==> src/rtl/phys_free_list.sv <==
// Circular FIFO of free physical register tags between rename and the ROB.
// Up to two returns (commit, then recovery) and one allocation per cycle.
module phys_free_list #(
  parameter int PHYS_REGS = 64,
  parameter int ARCH_REGS = 32,
  parameter int PHYS_W_P  = 6,
  parameter int FL_DEPTH  = PHYS_REGS - ARCH_REGS
) (
  input  logic                       clk,
  input  logic                       rst_n,
  input  logic                       flush_valid,
  input  logic                       alloc_req,
  output logic                       alloc_valid,
  output logic [PHYS_W_P-1:0]        alloc_preg,
  input  logic                       commit_free_valid,
  input  logic [PHYS_W_P-1:0]        commit_free_preg,
  input  logic                       recover_free_valid,
  input  logic [PHYS_W_P-1:0]        recover_free_preg,
  output logic [$clog2(FL_DEPTH):0]  free_count,
  output logic                       err_overflow
);

  localparam int PTR_W = $clog2(FL_DEPTH);
  localparam int CNT_W = PTR_W + 1;

  logic [PHYS_W_P-1:0] r_mem [FL_DEPTH];
  logic [PTR_W-1:0]    r_head;
  logic [PTR_W-1:0]    r_tail;
  logic [CNT_W-1:0]    r_count;
  logic                r_err;

  logic                w_alloc_fire;
  logic                w_c_ok;
  logic                w_r_ok;
  logic                w_c_acc;
  logic                w_r_acc;
  logic                w_ovf;
  logic [CNT_W-1:0]    w_base;
  logic [CNT_W-1:0]    w_room;
  logic [CNT_W-1:0]    w_npush;
  logic [PTR_W-1:0]    w_r_slot;

  assign alloc_valid  = (r_count != '0);
  assign alloc_preg   = r_mem[r_head];
  assign free_count   = r_count;
  assign err_overflow = r_err;

  assign w_alloc_fire = alloc_req && alloc_valid;

  // Tag 0 is bound to x0 forever and must never re-enter the list.
  assign w_c_ok = commit_free_valid  && (commit_free_preg  != '0);
  assign w_r_ok = recover_free_valid && (recover_free_preg != '0);

  // Room is measured after this cycle's pop; recovery loses out to commit.
  assign w_base  = r_count - CNT_W'(w_alloc_fire);
  assign w_room  = CNT_W'(FL_DEPTH) - w_base;
  assign w_c_acc = w_c_ok && (w_room != '0);
  assign w_r_acc = w_r_ok && (w_c_acc ? (w_room >= CNT_W'(2)) : (w_room != '0));
  assign w_ovf   = (w_c_ok && !w_c_acc) || (w_r_ok && !w_r_acc);

  assign w_npush  = CNT_W'(w_c_acc) + CNT_W'(w_r_acc);
  assign w_r_slot = w_c_acc ? (r_tail + PTR_W'(1)) : r_tail;

  always_ff @(posedge clk or negedge rst_n) begin
    if (!rst_n) begin
      for (int i = 0; i < FL_DEPTH; i++) r_mem[i] <= PHYS_W_P'(ARCH_REGS + i);
      r_head  <= '0;
      r_tail  <= '0;
      r_count <= CNT_W'(FL_DEPTH);
      r_err   <= 1'b0;
    end else if (flush_valid) begin
      for (int i = 0; i < FL_DEPTH; i++) r_mem[i] <= PHYS_W_P'(ARCH_REGS + i);
      r_head  <= '0;
      r_tail  <= '0;
      r_count <= CNT_W'(FL_DEPTH);
      r_err   <= 1'b0;
    end else begin
      if (w_c_acc) r_mem[r_tail] <= commit_free_preg;
      if (w_r_acc) r_mem[w_r_slot] <= recover_free_preg;
      if (w_alloc_fire) r_head <= r_head + PTR_W'(1);
      r_tail  <= r_tail + PTR_W'(w_npush);
      r_count <= w_base + w_npush;
      if (w_ovf) r_err <= 1'b1;
    end
  end

endmodule

==> config.mk <==
export PLATFORM = sky130hd
export DESIGN_NAME = phys_free_list
export DESIGN_NICKNAME = d
export VERILOG_FILES = /design/src/rtl/phys_free_list.sv
export SDC_FILE = /design/constraint.sdc
export NUM_CORES = 1
export LEC_CHECK = 0
export CORE_ASPECT_RATIO = 2
export CORE_MARGIN = 4
export CORE_UTILIZATION = 41
export DETAILED_ROUTE_END_ITERATION = 12
export SLEW_MARGIN = 40
export SYNTH_ARGS = -nofsm -noshare
export SYNTH_HDL_FRONTEND = slang
export SYNTH_SLANG_ARGS = --single-unit
export TNS_END_PERCENT = 5
==> constraint.sdc <==
create_clock -name clk -period 8.4 [get_ports clk]
set_input_delay 0.84 -clock clk [delete_from_list [all_inputs] [get_ports clk]]
set_output_delay 0.84 -clock clk [all_outputs]
set_load 0.05 [all_outputs]
==> out/qor.txt, run 1 <==
Peak supply drop: 0.148 mV
Top cell type's share of synthesized area: 0.220
Deepest clock path buffer count: 3
Min Tclk post-route: 6.18 ns
Ratio of cells with drive above 1 in the final layout: 0.265
Syn Inst Count: 1159
Leakage: 6.35 nW
Crit. End Element: register
Routed len/inst: 30.0 um
Die height: 265 um
Initial DRC count: 1014
Vias in the first global route: 11300
Core area: 32300 um^2
Initial antenna violation count: 1
Worst-Skew Late Latency: 0.52 ns
Post CTS Setup Buffer Count: 0
Total number of vias: 10800
Cts hold-fix bufs: 0
H-Tree Depth: 1
Clock Root Buffer: clkbuf_16
Fmax: 162 MHz
Nature of the critical path startpoint: register
Clock power share: 0.269
Finished Layout Cells: 1558
Switching part of the total: 0.409
Input/output buffers: 31
Synth async-reset ratio: 1.00
Setup TNS: 0 ns
Leading area contributor after synthesis: dfstp_2
Combinational power share: 0.388
Post-Place Cells: 1520
Syn Area/Cell: 11.7 um^2
Global-route wire length before repair: 70600 um
RSZ-0062 raised after global routing: false
DP HPWL: 32000 um
TritonCTS clock tree: built
Die area: 36100 um^2
Die Wd: 136 um
Yosys warnings: 0
Top FF cell, synth: dfstp_2
Hold Crit Class: in -> async
Drt first pass iters: 6
Fin. Hold Viols: 0
Seq pwr share: 0.343
Layout fillers: 3014
Required @ worst endpoint: 8.76 ns
Gr usage total: 0.258
MaxCap Viol Count: 0
Slew margin rel.: 0.385
Post-CTS sizing: 0
Routed wire length: 46800 um
Critical Path Fanout Max: 28
Fin. max-slew vios: 0
Slew @ Worst Pin: 0.922 ns
Final ANT Viol Nets: 0
Syn Std Cell Area: 13500 um^2
NetSw: 0.00143 W
Critical path class: reg -> reg
Worst Path Arrival: 6.54 ns
Total CTS buffers: 21
Vias/cell: 6.94
Dominant cells by area after synthesis: dfstp_2 22%, dfrtp_1 18%, mux2i_1 15%
#FFs+latches synth: 209
Cell variety after synth: 69
Period utilisation layout: 0.735
Post-synth EDFFs: 0
Final #Nets: 1150
Area Growth Syn to Fin: 9.17%
Internal Power: 0.00207 W
Remaining global-route overflow: 0
Initial Util: 0.418
Met3 usage: 0.0306
Status: completed
Clock Skews: 0.00907 ns
Cell row count: 93
Place WS: 2.26 ns
Final Worst Setup Slack: 2.22 ns
IO Count: 32
GR peak layer: met2
Register area share after synthesis: 0.398
M2 GR Usage: 0.451
CTS clk-pin slew, worst paths: 0.07 ns
Met1 usage: 0.287
Syn Nets: 1193
P per Cell Area: 237 nW/um^2
# clock sinks: 209
GP Congestion: 0.905
# setup viols final: 0
DRC viols: 0
Largest net degree at the start of global routing: 118
layer usage:
| layer | share of wire | wire (um) |
|---|---|---|
| met3 | 0.045 | 2130 |
| met4 | 0.080 | 3760 |
| met2 | 0.52 | 24400 |
| met1 | 0.35 | 16500 |
| met5 | 0 | 0 |
area by class of cell:
class | instances | area [um^2] | share of cell area
clock inverter | 2 | 35.0 | 0.00238
clock buffer | 35 | 618 | 0.0419
multi-input combinational | 815 | 7610 | 0.516
timing repair buffer | 54 | 505 | 0.0343
inverter | 15 | 58.8 | 0.00399
sequential | 209 | 5380 | 0.365
antenna | 1 | 2.50 | 0.000170
tap | 427 | 534 | 0.0362
power groups by stage:
stage	sequential (W)	combinational, W	clock, W
floorplan	0.00120	0.000925	0
global route	0.00121	0.00143	0.000993
global placement	0.00121	0.00132	0
CTS	0.00120	0.00134	0.000960
finish	0.00120	0.00136	0.000941
detailed placement	0.00121	0.00134	0
cell usage after synthesis, types with 4 or more instances:
cell type  number
mux2i_1       198
a221oi_1      152
dfstp_2       113
dfrtp_1        96
clkbuf_1       92
nor2_1         71
mux4_2         60
a21oi_1        44
nand2_1        44
a311o_1        32
and2_1         16
buf_2          16
ha_1           16
nand3_2        16
inv_1          13
nor3_1         11
o211ai_2       11
buf_1          10
and3_1          9
xor2_1          9
a211oi_1        8
mux2_2          8
nor2b_1         8
nand2b_1        7
nand3_1         7
xnor2_1         6
a2111o_1        5
a21o_1          5
o2111ai_2       5
o211a_1         5
nor2_2          4
nor4_1          4
nor4b_1         4
or3_1           4
critical path, stage by stage, from the launching register on:
cell	delay [ns]
dfrtp_1	0.50
or3_4	0.47
or4_1	0.42
and2_1	0.27
ha_1	0.25
ha_1	0.38
ha_1	0.26
a21bo_2	0.19
mux2i_1	0.12
a211oi_2	0.54
a221oi_2	0.11
or2_4	0.34
inv_4	0.35
ha_1	0.33
ha_1	0.24
ha_1	0.20
a21oi_1	0.28
nor2_1	0.08
a2111oi_0	0.40
nor2_1	0.10
xor2_1	0.14
nor2_1	0.05
kinds of logic (layout without fill, tap and decap cells):
kind of cell,count (synthesis),in the layout,synth area share
multiplexers,267,267,0.255
XOR/XNOR,15,15,0.00973
adder cells (fa/ha/maj),16,16,0.0148
AO/OA/AOI/OAI,295,295,0.195
AND/OR/NAND/NOR,222,222,0.0874
other,0,1,0
buffers and inverters,135,106,0.0403
flip-flops,209,209,0.398
flip-flops by register name, summed over array words and instances, names as in the netlist:
name / count
r_head: 5
r_mem: 192
free_count: 6
r_tail: 5
err_overflow: 1
path summary, 6_finish.rpt:
kind	cells past startpoint	start	slack (ns)	endpoint
max	21	free_count[3]	2.22	free_count[4]
min in group clk	2	err_overflow	0.54	err_overflow
min	1	rst_n	0.33	r_mem[93]
min reg2reg	2	err_overflow	0.54	err_overflow
max reg2reg	21	free_count[3]	2.22	free_count[4]
max in group asynchronous	2	rst_n	6.94	r_mem[142]
stage by stage:
stage	util	cell area (um^2)	power (W)	hold WS, ns
after floorplan	-	13500	0.00212	0.544
after global placement	0.434	14000	0.00253	0.504
after detailed placement	0.435	14100	0.00255	0.516
after CTS	0.456	14700	0.00350	0.344
after global routing	0.456	14700	0.00363	0.359
final	0.456	14700	0.00350	0.330
cells in the final DEF, fill, tap and decap left out, types with 29 or more instances in the layout:
cell and instances:
clkdlybuf4s50_1 29, mux4_2 60, a311o_1 32, dfstp_2 113, mux2i_1 198, a221oi_1 152
a21oi_1 44, nor2_1 69, nand2_1 44, dfrtp_1 93
(Power assumes the default switching activity.)
==> inputs of run 2 (changes only) <==
clock period = 5.3 ns   (was 8.4 ns; I/O delays follow)
==> run 2 against run 1 <==
Compared with the run above:
- sequential power grew 57%
- maximum frequency grew 26%
- non-clock buffer count grew 29
==> out/qor.txt, run 2 (same netlist as run 1, synthesis figures left out) <==
CP Cell Sequence: or3_4 > or4_4 > and2_4 > ha_4 > ha_4 > ha_4 > a21bo_2 > mux2i_4 > a211oi_4 > a221oi_4 > or2_4 > inv_6 > ha_4 > ha_4 > ha_4 > a21oi_4 > nor2_1 > a2111oi_0 > nor2_1 > xor2_1 > nor2_1
Critical path class: reg -> reg
Initial DRC count: 1102
Initial antenna violation count: 0
Dpl cell area: 14500 um^2
Commonest non-fill, non-tap cell in the layout: mux2i_1
Min Tclk post-route: 4.91 ns
Nature of the critical path startpoint: register
Utilization after layout: 0.470
Fin. Hold Viols: 0
Crit-path most repeated cell: ha_4
Status: completed
P per Cell Area: 383 nW/um^2
Area Growth Syn to Fin: 12.7%
TritonCTS clock tree: built
Total number of vias: 10900
DP HPWL: 33300 um
H-Tree Depth: 1
MaxCap Viol Count: 0
Routed len/inst: 30.3 um
Routed wire length: 48000 um
RSZ-0062 raised after global routing: false
Die Wd: 136 um
Largest net degree at the start of global routing: 112
Clock Root Buffer: clkbuf_16
Final ANT Viol Nets: 0
Hold Crit Class: in -> async
Fmax: 204 MHz
Remaining global-route overflow: 0
Worst r2r dst: free_count[4]
Input/output buffers: 31
Initial Util: 0.418
Final #Nets: 1179
Die height: 265 um
Slew margin rel.: 0.402
Gr usage total: 0.266
Cell row count: 93
Peak supply drop: 0.217 mV
Leakage: 6.55 nW
Final instance area: 15200 um^2
Period utilisation layout: 0.926
CP Buf/Inv Count: 1
Slew @ Worst Pin: 0.897 ns
Worst reg2reg startpoint: free_count[2]
Required @ worst endpoint: 5.69 ns
Total CTS buffers: 21
Vias/cell: 6.87
# clock sinks: 209
Crit. End Element: register
R2r worst-path depth: 21
DRC viols: 0
Die area: 36100 um^2
Critical-path top delay cell: or4_4
Global-route wire length before repair: 72600 um
CP peak stage delay: 0.50 ns
Vias in the first global route: 11500
Cell family with most CP delay: simple AND/OR/NAND/NOR gates
Critical Path Fanout Max: 12
Worst Path Arrival: 5.29 ns
Deepest clock path buffer count: 3
Reg2reg setup slack: 0.39 ns
Biggest register: r_mem
Drt first pass iters: 6
CTS clk-pin slew, worst paths: 0.07 ns
ANT cells: 0
Final Worst Setup Slack: 0.392 ns
# setup viols final: 0
GP Congestion: 0.919
Clock Skews: 0.0119 ns
Setup TNS: 0 ns
Max FFs per register: 192
Ratio of cells with drive above 1 in the final layout: 0.302
Worst-Skew Late Latency: 0.52 ns
Core area: 32300 um^2
Most frequent cells in the layout: 197 x mux2i_1, 152 x a221oi_1, 113 x dfstp_2
IO Count: 32
Fin. max-slew vios: 0
Place WS: 0.292 ns
[run 2: cell types whose count changed in the layout (fill, tap and decap cells not counted), moves of 3 or more]
cell / delta
dfrtp_2: +3
buf_6: -3
buf_12: +4
ha_4: +6
ha_1: -8
dfrtp_1: -3
buf_4: +26
[run 2: cell type report]
type	instances	area [um^2]
inverters	15	61.3
clock inverters	3	65.1
clock buffers	33	611
fillers	3032	17100
multi-input cells	815	7780
flip-flops and latches	209	5380
repair buffers	83	786
well taps	427	534
[run 2: through the flow]
step                      hold WS [ns]  std cells  total power [W]
after CTS                        0.130       1582          0.00583
after global placement           0.519       1546          0.00424
after floorplan                  0.234       1159          0.00350
after detailed placement         0.541       1546          0.00427
final                            0.463       1585          0.00582
after global routing             0.475       1585          0.00605
[run 2: worst max-delay path by stage]
stage,from,endpoint,slack (ns),cells past startpoint
after CTS,free_count[2],free_count[4],0.29,21
after detailed placement,free_count[2],free_count[4],0.29,21
after floorplan,free_count[2],free_count[4],0.0005,24
after global placement,free_count[2],free_count[4],0.35,20
after global routing,free_count[2],free_count[4],0.10,21
final,free_count[2],free_count[4],0.39,21
[run 2: repair_timing]
action,4_1_cts,5_1_grt
setup buffers,0,1
hold endpoints to repair,0,7
setup endpoints to repair,0,1
hold buffers,0,1
gates resized for setup,0,0
[run 2: layer usage]
layer	share of wire	routed length, um	up-vias	track usage
met3	0.048	2320	156	0.0272
met1	0.36	17400	5676	0.303
met5	0	0	-	0
met4	0.072	3470	0	0.174
li1	-	-	4595	-
met2	0.52	24900	460	0.465
[run 2: where the power goes]
| group | switching [W] | total (W) | internal [W] |
|---|---|---|---|
| registers | 0.000135 | 0.00188 | 0.00174 |
| logic | 0.00154 | 0.00240 | 0.000862 |
| clock network | 0.000659 | 0.00154 | 0.000885 |
| total | 0.00233 | 0.00582 | 0.00349 |
